### config.mk
export PLATFORM = sky130hd
export DESIGN_NAME = ps2_host_tx
export DESIGN_NICKNAME = d
export VERILOG_FILES = /design/src/rtl/ps2_host_tx.sv
export SDC_FILE = /design/constraint.sdc
export NUM_CORES = 1
export LEC_CHECK = 0
export CORE_ASPECT_RATIO = 0.7
export CORE_MARGIN = 8
export CORE_UTILIZATION = 40
export CTS_CLUSTER_DIAMETER = 40
export DETAILED_ROUTE_END_ITERATION = 10
export MAX_ROUTING_LAYER = met4
export PLACE_DENSITY = 0.61
export SLEW_MARGIN = 30
export SYNTH_ARGS = -nofsm -noshare
export SYNTH_HDL_FRONTEND = slang
export SYNTH_SLANG_ARGS = --single-unit
### constraint.sdc
create_clock -name clk_chipset -period 4.42 [get_ports clk_chipset]
set_input_delay 0.884 -clock clk_chipset [delete_from_list [all_inputs] [get_ports clk_chipset]]
set_output_delay 0.884 -clock clk_chipset [all_outputs]
set_load 0.01 [all_outputs]
### src/rtl/ps2_host_tx.sv
`default_nettype none
// ============================================================================
//  Module      : ps2_host_tx
//  Description : Host-to-device PS/2 transmitter. Sends one command byte to
//                the keyboard over the shared open-collector clkps2/dataps2
//                pair: inhibit, request-to-send, 8 data bits + odd parity +
//                stop, then checks the device acknowledge.
//  Ports       : clk_chipset  - chipset clock, all logic on its rising edge
//                reset_n      - synchronous reset, active low
//                tx_data      - byte to send, taken when tx_valid & tx_ready
//                tx_valid     - send request (ignored while busy)
//                tx_ready     - 1 only while idle
//                tx_done      - 1-cycle pulse: byte acknowledged, bus idle
//                tx_error     - 1-cycle pulse: timeout / no ack, bus released
//                busy         - 1 whenever not idle
//                ps2_clk_in   - raw clkps2 pin level (asynchronous)
//                ps2_data_in  - raw dataps2 pin level (asynchronous)
//                ps2_clk_oe   - 1 = pull clkps2 low
//                ps2_data_oe  - 1 = pull dataps2 low
//  Revision    : 1.0 - initial release
// ============================================================================
module ps2_host_tx #(
   parameter int CLK_HZ       = 50_000_000,
   parameter int INHIBIT_US   = 120,
   parameter int START_TMO_US = 15000,
   parameter int XFER_TMO_US  = 2000,
   parameter int FILT_LEN     = 8
) (
   input  logic       clk_chipset,
   input  logic       reset_n,
   input  logic [7:0] tx_data,
   input  logic       tx_valid,
   output logic       tx_ready,
   output logic       tx_done,
   output logic       tx_error,
   output logic       busy,
   input  logic       ps2_clk_in,
   input  logic       ps2_data_in,
   output logic       ps2_clk_oe,
   output logic       ps2_data_oe
);

   localparam int c_CYC_PER_US  = CLK_HZ / 1_000_000;
   localparam int c_INHIBIT_CYC = c_CYC_PER_US * INHIBIT_US;
   localparam int c_START_CYC   = c_CYC_PER_US * START_TMO_US;
   localparam int c_XFER_CYC    = c_CYC_PER_US * XFER_TMO_US;
   localparam int c_TMO_MAX0    = (c_START_CYC > c_XFER_CYC) ? c_START_CYC : c_XFER_CYC;
   localparam int c_TMO_MAX     = (c_TMO_MAX0 > c_INHIBIT_CYC) ? c_TMO_MAX0 : c_INHIBIT_CYC;
   localparam int c_TMO_W       = $clog2(c_TMO_MAX + 1);
   localparam int c_FILT_W      = $clog2(FILT_LEN + 1);

   typedef enum logic [2:0] {
      S_IDLE     = 3'd0,
      S_INHIBIT  = 3'd1,
      S_REQ      = 3'd2,
      S_BITS     = 3'd3,
      S_ACK      = 3'd4,
      S_WAITIDLE = 3'd5,
      S_DONE     = 3'd6,
      S_FAIL     = 3'd7
   } state_t;

   state_t               r_state, w_state_nxt;
   logic                 r_clk_s1, r_clk_s2, r_data_s1, r_data_s2;
   logic                 r_clk_filt, r_clk_filt_q;
   logic [c_FILT_W-1:0]  r_filt_cnt;
   logic [8:0]           r_shift, w_shift_nxt;
   logic                 r_drv, w_drv_nxt;
   logic [3:0]           r_bitcnt, w_bitcnt_nxt;
   logic [c_TMO_W-1:0]   r_tmo, r_xfer;
   logic                 w_fe, w_start_exp, w_xfer_exp, w_inh_last;

   // ------------------------------------------------------------------
   // Input conditioning: 2-flop synchronisers, clock glitch filter
   // ------------------------------------------------------------------
   always_ff @(posedge clk_chipset) begin
      if (!reset_n) begin
         r_clk_s1     <= 1'b1;
         r_clk_s2     <= 1'b1;
         r_data_s1    <= 1'b1;
         r_data_s2    <= 1'b1;
         r_clk_filt   <= 1'b1;
         r_clk_filt_q <= 1'b1;
         r_filt_cnt   <= '0;
      end else begin
         r_clk_s1     <= ps2_clk_in;
         r_clk_s2     <= r_clk_s1;
         r_data_s1    <= ps2_data_in;
         r_data_s2    <= r_data_s1;
         r_clk_filt_q <= r_clk_filt;
         // Any sample equal to the current filtered level restarts the run.
         if (r_clk_s2 != r_clk_filt) begin
            if (r_filt_cnt == c_FILT_W'(FILT_LEN - 1)) begin
               r_clk_filt <= r_clk_s2;
               r_filt_cnt <= '0;
            end else begin
               r_filt_cnt <= r_filt_cnt + c_FILT_W'(1);
            end
         end else begin
            r_filt_cnt <= '0;
         end
      end
   end

   assign w_fe        = r_clk_filt_q & ~r_clk_filt;
   assign w_start_exp = (r_tmo  == c_TMO_W'(c_START_CYC - 1));
   assign w_xfer_exp  = (r_xfer == c_TMO_W'(c_XFER_CYC - 1));
   assign w_inh_last  = (r_tmo  == c_TMO_W'(c_INHIBIT_CYC - 1));

   // ------------------------------------------------------------------
   // FSM state and datapath registers
   // ------------------------------------------------------------------
   always_ff @(posedge clk_chipset) begin
      if (!reset_n) begin
         r_state  <= S_IDLE;
         r_shift  <= '0;
         r_drv    <= 1'b0;
         r_bitcnt <= '0;
         r_tmo    <= '0;
         r_xfer   <= '0;
      end else begin
         r_state  <= w_state_nxt;
         r_shift  <= w_shift_nxt;
         r_drv    <= w_drv_nxt;
         r_bitcnt <= w_bitcnt_nxt;
         // State timer restarts on every state change, saturates otherwise.
         if (w_state_nxt != r_state)
            r_tmo <= '0;
         else if (r_tmo != c_TMO_W'(c_TMO_MAX))
            r_tmo <= r_tmo + c_TMO_W'(1);
         // Transfer timer spans BITS/ACK/WAITIDLE, starting at the first edge.
         if (r_state == S_BITS || r_state == S_ACK || r_state == S_WAITIDLE)
            r_xfer <= r_xfer + c_TMO_W'(1);
         else
            r_xfer <= '0;
      end
   end

   // ------------------------------------------------------------------
   // FSM next state. Timeouts are tested before fe so expiry wins.
   // Every fe shifts a 1 in behind the frame so the 10th edge drives the
   // stop bit (released line) without a special case.
   // ------------------------------------------------------------------
   always_comb begin
      w_state_nxt  = r_state;
      w_shift_nxt  = r_shift;
      w_drv_nxt    = r_drv;
      w_bitcnt_nxt = r_bitcnt;
      case (r_state)
         S_IDLE: begin
            w_drv_nxt    = 1'b0;
            w_bitcnt_nxt = '0;
            if (tx_valid) begin
               w_shift_nxt = {~^tx_data, tx_data};
               w_state_nxt = S_INHIBIT;
            end
         end
         S_INHIBIT: begin
            if (w_inh_last)
               w_state_nxt = S_REQ;
         end
         S_REQ: begin
            if (w_start_exp) begin
               w_state_nxt = S_FAIL;
            end else if (w_fe) begin
               w_drv_nxt    = ~r_shift[0];
               w_shift_nxt  = {1'b1, r_shift[8:1]};
               w_bitcnt_nxt = 4'd1;
               w_state_nxt  = S_BITS;
            end
         end
         S_BITS: begin
            if (w_xfer_exp) begin
               w_state_nxt = S_FAIL;
            end else if (w_fe) begin
               w_drv_nxt    = ~r_shift[0];
               w_shift_nxt  = {1'b1, r_shift[8:1]};
               w_bitcnt_nxt = r_bitcnt + 4'd1;
               if (r_bitcnt == 4'd9)
                  w_state_nxt = S_ACK;
            end
         end
         S_ACK: begin
            if (w_xfer_exp) begin
               w_state_nxt = S_FAIL;
            end else if (w_fe) begin
               w_bitcnt_nxt = 4'd11;
               w_state_nxt  = r_data_s2 ? S_FAIL : S_WAITIDLE;
            end
         end
         S_WAITIDLE: begin
            if (w_xfer_exp)
               w_state_nxt = S_FAIL;
            else if (r_clk_filt && r_data_s2)
               w_state_nxt = S_DONE;
         end
         S_DONE: begin
            w_state_nxt = S_IDLE;
         end
         S_FAIL: begin
            w_drv_nxt   = 1'b0;
            w_state_nxt = S_IDLE;
         end
         default: begin
            w_state_nxt = S_IDLE;
         end
      endcase
   end

   // ------------------------------------------------------------------
   // Outputs
   // ------------------------------------------------------------------
   assign tx_ready    = (r_state == S_IDLE);
   assign busy        = (r_state != S_IDLE);
   assign tx_done     = (r_state == S_DONE);
   assign tx_error    = (r_state == S_FAIL);
   assign ps2_clk_oe  = (r_state == S_INHIBIT);
   // Start bit goes out in the last inhibit cycle and is held through REQ.
   assign ps2_data_oe = ((r_state == S_INHIBIT) && w_inh_last) ||
                        (r_state == S_REQ) ||
                        (((r_state == S_BITS) || (r_state == S_ACK)) && r_drv);

endmodule
`default_nettype wire

After elaboration in Yosys (flattened, before gate mapping)
Index checks and enable logic that the tools add are counted.
{ "totals": {"register_bits": 67, "wordCells": 95} }
{ "classes": {"addsub": 4, "eq_ne": 22, "mux": 29, "n_bitwise": 5, "n_reduce_logical": 22} }
{ "ops": {"columns": ["cell", "count"], "rows": [
  ["$add A20 B1 Y20 const B", 2],
  ["$mux W9", 4],
  ["$mux W3", 11],
  ["$pmux W9 S3", 1],
  ["$mux W4", 6],
  ["$pmux W3 S7", 1],
  ["$eq A20 B13 Y1 const B", 1],
  ["$eq A20 B17 Y1 const B", 1],
  ["$eq A20 B20 Y1 const B", 1],
  ["$ne A20 B20 Y1 const B", 1],
  ["$pmux W4 S4", 1],
  ["$ne A2 B2 Y1 const B", 7],
  ["$eq A3 B3 Y1 const B", 4],
  ["$reduce_bool A3 Y1", 3],
  ["$add A4 B1 Y4 const B", 2],
  ["$reduce_xnor A8 Y1", 1],
  ["$reduce_and A7 Y1", 1],
  ["$eq A3 B2 Y1 const B", 2],
  ["$reduce_or A2 Y1", 3],
  ["$eq A4 B3 Y1 const B", 1],
  ["$eq A4 B4 Y1 const B", 1],
  ["$logic_or A1 B1 Y1", 4],
  ["$not A1 Y1", 4],
  ["$reduce_and A2 Y1", 2],
  ["other kinds (13)", 17]
]} }

Logic depth before layout (Yosys ltp)
Gate-level depths: netlist (run 1).
{ "logic_depth": {"depth_word": 7, "mapped_depth": 9} }

Least setup slack after synthesis (run 1)
OpenSTA, ideal clock, no wires.
{ "synth_timing": {"path_kind": "register -> output", "startpoint": "register r_tmo[1]", "endpoint": "output ps2_data_oe", "arrival_ps": 1417, "setup_slack_ps": 2119, "stages_incl_launch_ff": 7, "n_path_buf": 0, "cell_sequence": "dfxtp_1 > ha_1 > and3_1 > nand3_1 > nor4_1 > a21oi_1 > o21ai_0"} }
{ "synth_between": {"elab_chain_len": 4} }
{ "synth_lines": {"columns": ["element", "line", "text"], "rows": [
  ["start: declaration", "70", "logic [c_TMO_W-1:0] r_tmo, r_xfer;"],
  ["start signal: assignment", "130", "r_tmo <= r_tmo + c_TMO_W'(1);"],
  ["$eq A20 B13 Y1", "108", "assign w_inh_last = (r_tmo == c_TMO_W'(c_INHIBIT_CYC - 1));"],
  ["$logic_and A1 B1 Y1", "219", "assign ps2_data_oe = ((r_state == S_INHIBIT) && w_inh_last) ||"],
  ["$logic_or A1 B1 Y1", "219", null],
  ["$logic_or A1 B1 Y1", "220", "(r_state == S_REQ) ||"],
  ["end: declaration", "40", "output logic ps2_data_oe"]
]} }
Every way passes these cells.

Worst setup path in the final report (run 1)
{ "layout_timing": {"startpoint": "register r_state[1]", "endpoint": "output ps2_data_oe"} }
{ "layout_between": {"elab_chain_len": 4, "word_cells_on_any_way": 9, "cone_classes": "4 x eq/ne; 5 x reduce/logical"} }
{ "layout_lines": {"columns": ["element", "line", "text"], "rows": [
  ["start: declaration", "63", "state_t r_state, w_state_nxt;"],
  ["start signal: assignment", "122", "r_state <= w_state_nxt;"],
  ["$eq A3 B1 Y1, or another cell as far along", "219", null],
  ["$logic_and A1 B1 Y1 / $logic_or A1 B1 Y1 (equally long branches)", "219, 221", null],
  ["$logic_or A1 B1 Y1 / $logic_and A1 B1 Y1 (equally long branches)", "219, 221", null],
  ["$logic_or A1 B1 Y1 (*)", "220", null]
]} }
Every way passes the cells marked *; elsewhere a longest branch is shown, timed or not.

==> run_summary.xml, run 1 <==
<?xml version="1.0" encoding="UTF-8"?>
<metrics>
  <group name="layout">
    <metric name="layout.cells.most_common" unit="">dfxtp_1</metric>
    <metric name="n_fill_cell" unit="">835</metric>
    <metric name="area_growth_syn_to_layout" unit="%">16.1</metric>
    <metric name="mostFrequentLayoutCells" unit="">67 x dfxtp_1, 59 x nor2_1, 39 x nand2_1</metric>
    <metric name="final_layout_size_suffix_gt1_frac" unit="">0.0667</metric>
    <metric name="antenna-diode-count" unit="">0</metric>
    <metric name="num-nets-final" unit="">449</metric>
  </group>
  <group name="floorplanning">
    <metric name="floorplan.initialDensity" unit="">0.414</metric>
    <metric name="boundaryPins" unit="">19</metric>
    <metric name="die_area" unit="µm²">12100</metric>
    <metric name="dieHeight" unit="µm">94.6</metric>
    <metric name="row_count" unit="">28</metric>
    <metric name="core_box_area" unit="µm²">8510</metric>
    <metric name="fp.dieW" unit="µm">128</metric>
  </group>
  <group name="synth">
    <metric name="netlist_top_cells_area" unit="">dfxtp_1 38%, nor2_1 6.3%, xnor2_1 6.0%, xor2_1 5.5%, nor3_1 4.3%</metric>
    <metric name="syn-instance-count" unit="">419</metric>
    <metric name="synth.lib_cells_used.distinct" unit="">55</metric>
    <metric name="ys_warn_count" unit="">0</metric>
    <metric name="cell_type_with_the_highest_aggregate_area_in_the_netlist" unit="">dfxtp_1</metric>
    <metric name="synth_sequential_area_ratio" unit="">0.380</metric>
    <metric name="postSynthRegisterBits" unit="">67</metric>
    <metric name="post_synth.cell_area_avg" unit="µm²">8.42</metric>
    <metric name="synth_fp_nets" unit="">438</metric>
    <metric name="synth_largest_type_area_fraction" unit="">0.380</metric>
    <metric name="mappedNetlistArea" unit="µm²">3530</metric>
  </group>
  <group name="drt">
    <metric name="post-route-drc-count" unit="">0</metric>
    <metric name="vias_per_cell" unit="">5.26</metric>
    <metric name="detailroute.via_count" unit="">2918</metric>
    <metric name="detail_route.wirelength" unit="µm">7610</metric>
    <metric name="drt-pass1-iter-count" unit="">4</metric>
    <metric name="drt_first_iter_violations" unit="">263</metric>
    <metric name="route.antenna.remaining_nets" unit="">0</metric>
    <metric name="post_drt_wl_per_cell" unit="µm">13.7</metric>
  </group>
  <group name="clock_network">
    <metric name="cts_resizes" unit="">0</metric>
    <metric name="cts_tree" unit="">yes</metric>
    <metric name="clock_sinks" unit="">67</metric>
    <metric name="post_cts_buffers" unit="">0</metric>
    <metric name="clk-insertion-delay-late" unit="ps">330</metric>
    <metric name="cts_hold_buffers" unit="">0</metric>
    <metric name="clockRootBuffer" unit="">clkbuf_16</metric>
    <metric name="cts_inserted_buffers" unit="">9</metric>
    <metric name="h-tree-depth" unit="">3</metric>
    <metric name="clkTransAtPathRegs" unit="ps">50</metric>
    <metric name="clk_path_buf_depth" unit="">2</metric>
  </group>
  <group name="critical_path">
    <metric name="timing.critical_path.cells" unit="">inv_1, nor2_1, o21ai_0, o21ai_0, clkdlybuf4s50_1</metric>
    <metric name="path_max_fanout" unit="">17</metric>
    <metric name="worst_setup_path_start_kind" unit="">register</metric>
    <metric name="critPathArrivalTime" unit="ps">2770</metric>
    <metric name="slowest_stage" unit="">dfxtp_1</metric>
    <metric name="worst-endpoint-required" unit="ps">3540</metric>
    <metric name="crit_top_cell" unit="">o21ai_0</metric>
    <metric name="timing.setup.critical_path_class" unit="">reg2out</metric>
    <metric name="endpoint_kind" unit="">output port</metric>
    <metric name="crit_path_max_incr_delay" unit="ps">700</metric>
  </group>
  <group name="pwr">
    <metric name="power.total" unit="mW">1.47</metric>
    <metric name="netSwitchingFraction" unit="">0.219</metric>
    <metric name="leakage" unit="nW">1.42</metric>
    <metric name="p_seq_frac" unit="">0.426</metric>
    <metric name="netSwitchingPower" unit="µW">322</metric>
    <metric name="power.ir.vdd_worst" unit="µV">214</metric>
    <metric name="power_per_cell_area" unit="nW/µm²">360</metric>
    <metric name="combPwrFrac" unit="">0.062</metric>
    <metric name="internal_power" unit="mW">1.15</metric>
    <metric name="clockPowerShare" unit="">0.511</metric>
  </group>
  <group name="timing">
    <metric name="timing.fmax" unit="GHz">0.274</metric>
    <metric name="finalSetupViolCount" unit="">0</metric>
    <metric name="grt_setup_unrepaired" unit="">no</metric>
    <metric name="finalMaxSlewViolations" unit="">0</metric>
    <metric name="worst_slew_pin_slew" unit="ps">848</metric>
    <metric name="clock_skew" unit="ps">5.81</metric>
    <metric name="finalWorstPathRequiredPeriod" unit="ps">3650</metric>
    <metric name="totalNegativeSetupSlack" unit="ps">0</metric>
    <metric name="endpoints_failing_hold" unit="">0</metric>
    <metric name="hold_slack" unit="ps">421</metric>
    <metric name="final.period_utilization" unit="">0.827</metric>
    <metric name="maxSlewHeadroom" unit="">0.429</metric>
  </group>
  <group name="run">
    <metric name="maxCapViolations" unit="">0</metric>
  </group>
  <group name="placed_design">
    <metric name="io_buffers" unit="">18</metric>
    <metric name="dp_hpwl" unit="µm">5380</metric>
    <metric name="routabilityCongestion" unit="">0.845</metric>
  </group>
  <group name="grt">
    <metric name="first_global_vias" unit="">2642</metric>
    <metric name="grt_antenna_before_repair" unit="">0</metric>
    <metric name="first_pass_grt_wire_length" unit="µm">13000</metric>
    <metric name="final_global_route_overflow_total" unit="">0</metric>
    <metric name="largest_net_degree_at_the_start_of_global_routing" unit="">23</metric>
    <metric name="globalRouteTotalUtil" unit="">0.138</metric>
  </group>
  <group name="status">
    <metric name="status" unit="">finished, final reports clean</metric>
  </group>
  <group name="min_path">
    <metric name="min_path_type" unit="">reg2reg</metric>
  </group>
</metrics>
[stage by stage]
step	setup WS, ps	std cells	utilization	area (µm²)
6_report	766	555	0.481	4100
2_1_floorplan	2120	419	-	3530
3_5_place_dp	1120	539	0.444	3780
5_1_grt	533	555	0.481	4100
4_1_cts	757	555	0.481	4100
3_3_place_gp	1260	539	0.443	3770
[kinds of logic after synthesis]
logic type | after synthesis | share of synthesized area
simple gates | 213 | 0.318
mux | 4 | 0.0114
buf+inv | 33 | 0.0436
xor+xnor | 46 | 0.114
fa+ha+maj | 6 | 0.0213
compound gates | 50 | 0.111
flops | 67 | 0.380
[worst max-delay path, delay by kind of cell (launching register included)]
family	cells	cell delay, ps
compound gates	2	330
buf+inv	2	790
flops	1	700
simple gates	1	610
[cell usage after synthesis (all sizes together)]
cell type  number
a211oi          4
or4             2
a32o            1
o311ai          1
xor2           22
o31a            1
a2111oi         2
nand2          39
or3             4
nand4bb         1
o21ai          10
o22ai           3
nor3           32
nor4            6
o21bai          1
and3           14
a41oi           1
and2            2
and3b           1
nor2           59
o41ai           1
a31oi           1
nand4b          3
a41o            1
nand3          22
ha              6
dfxtp          67
nor2b           4
a2bb2oi         1
nor4b           6
xnor2          24
buf            11
nand3b          1
mux2i           4
o32ai           2
a311oi         10
and4            1
inv            12
nand4           7
a21oi          10
clkbuf         10
nand2b          9
[cell type report]
cell class | count | area, µm² | area share
Clock buffer | 9 | 225 | 0.0550
Sequential cell | 67 | 1340 | 0.327
Inverter | 12 | 45.0 | 0.0110
Clock inverter | 7 | 92.6 | 0.0226
Tap cell | 120 | 150 | 0.0367
Timing Repair Buffer | 21 | 203 | 0.0495
Multi-Input combinational cell | 319 | 2040 | 0.498
[power groups by stage]
| stage | Clock [mW] | Sequential, mW | Combinational [mW] |
|---|---|---|---|
| global placement | 0 | 0.641 | 0.0901 |
| CTS | 0.774 | 0.628 | 0.0924 |
| finish | 0.754 | 0.629 | 0.0917 |
| detailed placement | 0 | 0.642 | 0.0920 |
| global route | 0.802 | 0.630 | 0.103 |
| floorplan | 0 | 0.640 | 0.0645 |
[path summary, 6_finish.rpt]
kind	startpoint	to	slack, ps	depth (start not counted)
worst min-delay path	r_data_s1	r_data_s2	420	1
worst min register to register	r_data_s1	r_data_s2	420	1
worst max register to register	r_state[1]	r_tmo[16]	1210	5
worst max-delay path	r_state[1]	ps2_data_oe	770	5
[layer usage]
metal,global-route usage,wire length (µm),vias to the layer above
met5,-,0,-
met4,0.0552,91,0
met3,0.0400,348,8
met2,0.181,2990,51
met1,0.190,4190,1358
li1,-,-,1501
[sequential cells by signal, summed over array words and instances (netlist names)]
name,count
r_clk_filt_q,1
r_shift,9
r_data_s2,1
r_clk_s1,1
r_clk_s2,1
r_bitcnt,4
r_filt_cnt,4
r_drv,1
r_tmo,20
r_xfer,20
r_clk_filt,1
r_data_s1,1
r_state,3
No activity file was read; power rests on OpenSTA's default activity.
==> inputs of run 2 (changes only) <==
--- a/config.mk
+++ b/config.mk
@@ -11,7 +11,7 @@
 export CTS_CLUSTER_DIAMETER = 40
 export DETAILED_ROUTE_END_ITERATION = 10
 export MAX_ROUTING_LAYER = met4
-export PLACE_DENSITY = 0.61
+export PLACE_DENSITY = 0.63
 export SLEW_MARGIN = 30
 export SYNTH_ARGS = -nofsm -noshare
 export SYNTH_HDL_FRONTEND = slang
==> constraint.sdc (replaced) <==
create_clock -name clk_chipset -period 3.3 [get_ports clk_chipset]
set_input_delay 0.66 -clock clk_chipset [delete_from_list [all_inputs] [get_ports clk_chipset]]
set_output_delay 0.66 -clock clk_chipset [all_outputs]
set_load 0.01 [all_outputs]
==> run 2 against run 1 <==
Sequential power up 34%. Critical path type unchanged. Setup slack lost 440 ps. Core utilization increased by 0.65 points. Final cell count up 1.3%. Routed wire length decreased by 0.33%. Largest power group unchanged. Highest routed layer unchanged. Sequential share of layout area decreased by 0.43 points.
==> run_summary.xml, run 2 (synthesis gave the netlist of run 1 again) <==
<?xml version="1.0" encoding="UTF-8"?>
<metrics>
  <group name="pwr">
    <metric name="power_per_cell_area" unit="nW/µm²">482</metric>
    <metric name="power.ir.vdd_worst" unit="µV">254</metric>
    <metric name="leakage" unit="nW">1.47</metric>
  </group>
  <group name="clock_network">
    <metric name="clock_sinks" unit="">67</metric>
    <metric name="clk_path_buf_depth" unit="">2</metric>
    <metric name="clockRootBuffer" unit="">clkbuf_16</metric>
    <metric name="cts_inserted_buffers" unit="">9</metric>
    <metric name="h-tree-depth" unit="">3</metric>
    <metric name="cts_tree" unit="">yes</metric>
    <metric name="clk-insertion-delay-late" unit="ps">330</metric>
    <metric name="cts_hold_buffers" unit="">0</metric>
    <metric name="clkTransAtPathRegs" unit="ps">50</metric>
  </group>
  <group name="min_path">
    <metric name="hold-path-endpoint" unit="">r_clk_s2</metric>
    <metric name="min_path_type" unit="">reg2reg</metric>
    <metric name="hold_path_depth" unit="">1</metric>
    <metric name="hold_path.startpoint" unit="">r_clk_s1</metric>
  </group>
  <group name="floorplanning">
    <metric name="die_area" unit="µm²">12100</metric>
    <metric name="fp.dieW" unit="µm">128</metric>
    <metric name="floorplan.initialDensity" unit="">0.414</metric>
    <metric name="core_box_area" unit="µm²">8510</metric>
    <metric name="row_count" unit="">28</metric>
    <metric name="dieHeight" unit="µm">94.6</metric>
    <metric name="boundaryPins" unit="">19</metric>
  </group>
  <group name="critical_path">
    <metric name="worst-endpoint-required" unit="ps">2640</metric>
    <metric name="timing.setup.critical_path_class" unit="">reg2out</metric>
    <metric name="worstReg2RegStart" unit="">r_tmo[1]</metric>
    <metric name="crit_path_max_incr_delay" unit="ps">560</metric>
    <metric name="path_max_fanout" unit="">5</metric>
    <metric name="critPathArrivalTime" unit="ps">2310</metric>
    <metric name="worst_setup_path_start_kind" unit="">register</metric>
    <metric name="timing.critical_path.cells" unit="">ha_1, and3_1, nand3_1, nor4_1, a21oi_1, o21ai_1, clkdlybuf4s50_1</metric>
    <metric name="slowest_stage" unit="">clkdlybuf4s50_1</metric>
    <metric name="rr_endpoint" unit="">r_tmo[10]</metric>
    <metric name="origin_of_the_worst_setup_path" unit="">r_tmo[1]</metric>
    <metric name="worst_r2r_path_depth" unit="">9</metric>
    <metric name="timing.reg2reg.setup_slack" unit="ps">930</metric>
    <metric name="endpoint_kind" unit="">output port</metric>
  </group>
  <group name="grt">
    <metric name="globalRouteTotalUtil" unit="">0.142</metric>
    <metric name="grt_antenna_before_repair" unit="">0</metric>
    <metric name="largest_net_degree_at_the_start_of_global_routing" unit="">22</metric>
    <metric name="first_global_vias" unit="">2737</metric>
    <metric name="final_global_route_overflow_total" unit="">0</metric>
    <metric name="first_pass_grt_wire_length" unit="µm">13300</metric>
  </group>
  <group name="layout">
    <metric name="n_fill_cell" unit="">834</metric>
    <metric name="antenna-diode-count" unit="">0</metric>
    <metric name="num-nets-final" unit="">456</metric>
    <metric name="final_instance_area" unit="µm²">4150</metric>
    <metric name="final_layout_size_suffix_gt1_frac" unit="">0.0814</metric>
    <metric name="mostFrequentLayoutCells" unit="">67 x dfxtp_1, 59 x nor2_1, 39 x nand2_1</metric>
    <metric name="largest_registers" unit="">r_tmo: 20 flops, r_xfer: 20 flops, r_shift: 9 flops</metric>
    <metric name="layout.cells.most_common" unit="">dfxtp_1</metric>
    <metric name="area_growth_syn_to_layout" unit="%">17.7</metric>
  </group>
  <group name="timing">
    <metric name="timing.fmax" unit="GHz">0.336</metric>
    <metric name="finalWorstPathRequiredPeriod" unit="ps">2970</metric>
    <metric name="layout_setup_ws" unit="ps">327</metric>
    <metric name="maxSlewHeadroom" unit="">0.434</metric>
    <metric name="grt_setup_unrepaired" unit="">no</metric>
    <metric name="worst_slew_pin_slew" unit="ps">841</metric>
    <metric name="final.period_utilization" unit="">0.901</metric>
    <metric name="finalMaxSlewViolations" unit="">0</metric>
    <metric name="finalSetupViolCount" unit="">0</metric>
    <metric name="clock_skew" unit="ps">3.93</metric>
    <metric name="totalNegativeSetupSlack" unit="ps">0</metric>
    <metric name="endpoints_failing_hold" unit="">0</metric>
  </group>
  <group name="placed_design">
    <metric name="dp_hpwl" unit="µm">5340</metric>
    <metric name="io_buffers" unit="">18</metric>
    <metric name="postPlaceCellArea" unit="µm²">3820</metric>
    <metric name="dp_worst_setup_slack" unit="ps">604</metric>
    <metric name="routabilityCongestion" unit="">0.926</metric>
  </group>
  <group name="status">
    <metric name="status" unit="">finished, final reports clean</metric>
  </group>
  <group name="run">
    <metric name="maxCapViolations" unit="">0</metric>
  </group>
  <group name="drt">
    <metric name="post-route-drc-count" unit="">0</metric>
    <metric name="route.antenna.remaining_nets" unit="">0</metric>
    <metric name="drt_first_iter_violations" unit="">243</metric>
    <metric name="detail_route.wirelength" unit="µm">7590</metric>
    <metric name="post_drt_wl_per_cell" unit="µm">13.5</metric>
    <metric name="vias_per_cell" unit="">5.25</metric>
    <metric name="detailroute.via_count" unit="">2949</metric>
    <metric name="drt-pass1-iter-count" unit="">5</metric>
  </group>
</metrics>
-- run 2: area by class of cell --
| type | count | area (µm²) | share of cell area |
|---|---|---|---|
| clock buffers | 11 | 253 | 0.0609 |
| clock inverters | 5 | 75.1 | 0.0181 |
| inverters | 12 | 45.0 | 0.0108 |
| multi-input cells | 319 | 2030 | 0.489 |
| flip-flops and latches | 67 | 1340 | 0.323 |
| well taps | 120 | 150 | 0.0362 |
| repair buffers | 28 | 255 | 0.0615 |
-- run 2: timing repair --
action	CTS	global route
setup endpoints to repair	0	1
setup buffers	0	0
gates resized for setup	0	1
-- run 2: power breakdown --
| part | total (mW) | switching (mW) | internal (mW) |
|---|---|---|---|
| clock network | 1.04 | 0.337 | 0.698 |
| registers | 0.842 | 0.0123 | 0.830 |
| logic | 0.125 | 0.0664 | 0.0582 |
-- run 2: metal layers --
| layer | up-vias | global-route usage | share of wire |
|---|---|---|---|
| met5 | - | - | 0 |
| met4 | 0 | 0.0640 | 0.018 |
| met3 | 11 | 0.0473 | 0.060 |
| met2 | 80 | 0.183 | 0.40 |
| met1 | 1349 | 0.192 | 0.53 |
| li1 | 1509 | - | - |
-- run 2: worst max path at each step --
stage                        to  slack (ps)  depth (start not counted)
global route        ps2_data_oe          60                          7
detailed placement  ps2_data_oe         600                          7
floorplan             r_tmo[10]        1200                          8
CTS                 ps2_data_oe         220                          7
global placement    ps2_data_oe         620                          7
finish              ps2_data_oe         330                          7
-- run 2: critical path, delay by kind of cell (launching register included) --
kind	cells	cell delay, ps
AND/OR/NAND/NOR	3	600
AO/OA/AOI/OAI	2	220
flip-flops	1	380
adder cells (fa/ha/maj)	1	220
buffers and inverters	1	560
-- run 2: per-stage QoR --
step           cells  power (mW)  hold slack, ps   util
3_5_place_dp     546       0.984             394  0.449
6_report         562        2.00             423  0.488
4_1_cts          562        2.03             430  0.488
3_3_place_gp     546       0.982             402  0.449
2_1_floorplan    419       0.944             386      -
5_1_grt          562        2.08             441  0.488
==> inputs of run 3 (changes only) <==
--- a/config.mk
+++ b/config.mk
@@ -12,6 +12,8 @@
 export DETAILED_ROUTE_END_ITERATION = 10
 export MAX_ROUTING_LAYER = met4
 export PLACE_DENSITY = 0.63
+export SETUP_SLACK_MARGIN = 0.5
+export SKIP_CTS_REPAIR_TIMING = 1
 export SLEW_MARGIN = 30
 export SYNTH_ARGS = -nofsm -noshare
 export SYNTH_HDL_FRONTEND = slang
==> run 3 against run 2 <==
Combinational power about the same. Core utilization is 0.059 points higher. Register-to-register slack improved by 40 ps. Critical endpoint is now tx_error. Power barely moved. Critical path type unchanged. Clock power about the same. Count of clock-buffer cells in the layout is the same.
==> run_summary.xml, run 3 (synthesis gave the netlist of run 1 again) <==
<?xml version="1.0" encoding="UTF-8"?>
<metrics>
  <group name="status">
    <metric name="status" unit="">finished, final reports clean</metric>
  </group>
  <group name="drt">
    <metric name="route.antenna.remaining_nets" unit="">0</metric>
    <metric name="post_drt_wl_per_cell" unit="µm">13.5</metric>
    <metric name="detailroute.via_count" unit="">2945</metric>
    <metric name="drt_first_iter_violations" unit="">213</metric>
    <metric name="detail_route.wirelength" unit="µm">7590</metric>
    <metric name="drt-pass1-iter-count" unit="">5</metric>
    <metric name="vias_per_cell" unit="">5.24</metric>
    <metric name="post-route-drc-count" unit="">0</metric>
  </group>
  <group name="pwr">
    <metric name="power.total" unit="mW">2.00</metric>
    <metric name="p_seq_frac" unit="">0.421</metric>
    <metric name="clockPowerShare" unit="">0.517</metric>
    <metric name="leakage" unit="nW">1.49</metric>
    <metric name="power.ir.vdd_worst" unit="µV">254</metric>
    <metric name="internal_power" unit="mW">1.59</metric>
    <metric name="combPwrFrac" unit="">0.062</metric>
    <metric name="netSwitchingPower" unit="µW">415</metric>
    <metric name="netSwitchingFraction" unit="">0.208</metric>
    <metric name="power_per_cell_area" unit="nW/µm²">481</metric>
  </group>
  <group name="critical_path">
    <metric name="timing.setup.critical_path_class" unit="">reg2out</metric>
    <metric name="rr_endpoint" unit="">r_tmo[10]</metric>
    <metric name="worst-endpoint-required" unit="ps">2640</metric>
    <metric name="origin_of_the_worst_setup_path" unit="">r_state[1]</metric>
    <metric name="worstReg2RegStart" unit="">r_tmo[1]</metric>
    <metric name="path_max_fanout" unit="">9</metric>
    <metric name="timing.reg2reg.setup_slack" unit="ps">970</metric>
    <metric name="worst_r2r_path_depth" unit="">9</metric>
    <metric name="endpoint_kind" unit="">output port</metric>
    <metric name="critPathCapture" unit="">tx_error</metric>
    <metric name="worst_setup_path_start_kind" unit="">register</metric>
    <metric name="critPathArrivalTime" unit="ps">1910</metric>
  </group>
  <group name="grt">
    <metric name="globalRouteTotalUtil" unit="">0.142</metric>
    <metric name="grt_antenna_before_repair" unit="">0</metric>
    <metric name="final_global_route_overflow_total" unit="">0</metric>
    <metric name="first_pass_grt_wire_length" unit="µm">13300</metric>
    <metric name="first_global_vias" unit="">2737</metric>
    <metric name="largest_net_degree_at_the_start_of_global_routing" unit="">22</metric>
  </group>
  <group name="layout">
    <metric name="antenna-diode-count" unit="">0</metric>
    <metric name="number_of_non_filler_instances_in_the_completed_layout" unit="">562</metric>
    <metric name="layout.cells.most_common" unit="">dfxtp_1</metric>
    <metric name="final_layout_size_suffix_gt1_frac" unit="">0.0860</metric>
    <metric name="area_growth_syn_to_layout" unit="%">17.8</metric>
    <metric name="num-nets-final" unit="">456</metric>
    <metric name="mostFrequentLayoutCells" unit="">66 x dfxtp_1, 59 x nor2_1, 39 x nand2_1</metric>
    <metric name="final_instance_area" unit="µm²">4160</metric>
    <metric name="largest_registers" unit="">r_tmo: 20 flops, r_xfer: 20 flops, r_shift: 9 flops</metric>
    <metric name="finalCoreUtilization" unit="">0.488</metric>
  </group>
  <group name="placed_design">
    <metric name="placed_cells_incl_taps" unit="">546</metric>
    <metric name="dp_hpwl" unit="µm">5340</metric>
    <metric name="postPlaceCellArea" unit="µm²">3820</metric>
    <metric name="routabilityCongestion" unit="">0.926</metric>
    <metric name="io_buffers" unit="">18</metric>
  </group>
  <group name="floorplanning">
    <metric name="core_box_area" unit="µm²">8510</metric>
    <metric name="floorplan.initialDensity" unit="">0.414</metric>
    <metric name="die_area" unit="µm²">12100</metric>
    <metric name="dieHeight" unit="µm">94.6</metric>
    <metric name="boundaryPins" unit="">19</metric>
    <metric name="row_count" unit="">28</metric>
    <metric name="fp.dieW" unit="µm">128</metric>
  </group>
  <group name="timing">
    <metric name="grt_setup_unrepaired" unit="">no</metric>
    <metric name="finalSetupViolCount" unit="">0</metric>
    <metric name="finalMaxSlewViolations" unit="">0</metric>
    <metric name="clock_skew" unit="ps">3.86</metric>
    <metric name="endpoints_failing_hold" unit="">0</metric>
    <metric name="final.period_utilization" unit="">0.777</metric>
    <metric name="maxSlewHeadroom" unit="">0.450</metric>
    <metric name="timing.fmax" unit="GHz">0.390</metric>
    <metric name="worst_slew_pin_slew" unit="ps">818</metric>
    <metric name="finalWorstPathRequiredPeriod" unit="ps">2570</metric>
    <metric name="totalNegativeSetupSlack" unit="ps">0</metric>
  </group>
  <group name="clock_network">
    <metric name="clk-insertion-delay-late" unit="ps">330</metric>
    <metric name="clkTransAtPathRegs" unit="ps">50</metric>
    <metric name="clockRootBuffer" unit="">clkbuf_16</metric>
    <metric name="clock_sinks" unit="">67</metric>
    <metric name="clk_path_buf_depth" unit="">2</metric>
    <metric name="cts_tree" unit="">yes</metric>
    <metric name="cts_inserted_buffers" unit="">9</metric>
    <metric name="h-tree-depth" unit="">3</metric>
  </group>
  <group name="min_path">
    <metric name="hold_path.startpoint" unit="">r_clk_s1</metric>
    <metric name="hold_path_depth" unit="">1</metric>
    <metric name="min_path_type" unit="">reg2reg</metric>
  </group>
  <group name="run">
    <metric name="maxCapViolations" unit="">0</metric>
  </group>
</metrics>
## run 3: changes by cell type in the layout (fill, tap and decap cells not counted)
cell             before  now
dfxtp_2               0    1
and3_1               14   13
dfxtp_1              67   66
clkdlybuf4s50_1      18   17
and3_2                0    1
dlymetal6s2s_1        0    1
## run 3: worst min path at each step
stage,slack (ps),endpoint
global route,440,r_data_s2
detailed placement,390,r_data_s2
global placement,400,r_clk_s2
CTS,430,r_data_s2
floorplan,390,r_clk_s2
finish,420,r_clk_s2
## run 3: cell type report
cell class                      count  area, µm²
Clock buffer                       11        253
Clock inverter                      5       75.1
Fill cell                         834       4360
Inverter                           12       45.0
Multi-Input combinational cell    319       2030
Sequential cell                    67       1340
Tap cell                          120        150
Timing Repair Buffer               28        258
## run 3: per-layer routing
layer  vias up  wire, µm  track usage
met5         -         0            -
met4         0       138       0.0640
met3        11       435       0.0473
met2        72      3020        0.183
met1      1351      4000        0.192
li1       1511         -            -
## run 3: critical path, cell delays in order, from the launching register on
cell	delay, ps
dfxtp_1	540
buf_4	240
nand2_1	70
nor2_1	160
clkdlybuf4s50_1	560
## run 3: power groups by stage
| stage | clock network [mW] | registers, mW | logic (mW) |
|---|---|---|---|
| after global placement | 0 | 0.858 | 0.124 |
| after global routing | 1.10 | 0.844 | 0.139 |
| after detailed placement | 0 | 0.859 | 0.125 |
| after floorplan | 0 | 0.857 | 0.0864 |
| final | 1.03 | 0.842 | 0.125 |
| after CTS | 1.06 | 0.842 | 0.125 |
## run 3: through the flow
step | setup slack [ps] | hold slack [ps]
3_5_place_dp | 604 | 394
6_report | 734 | 423
2_1_floorplan | 1200 | 386
5_1_grt | 526 | 441
4_1_cts | 225 | 430
3_3_place_gp | 618 | 402
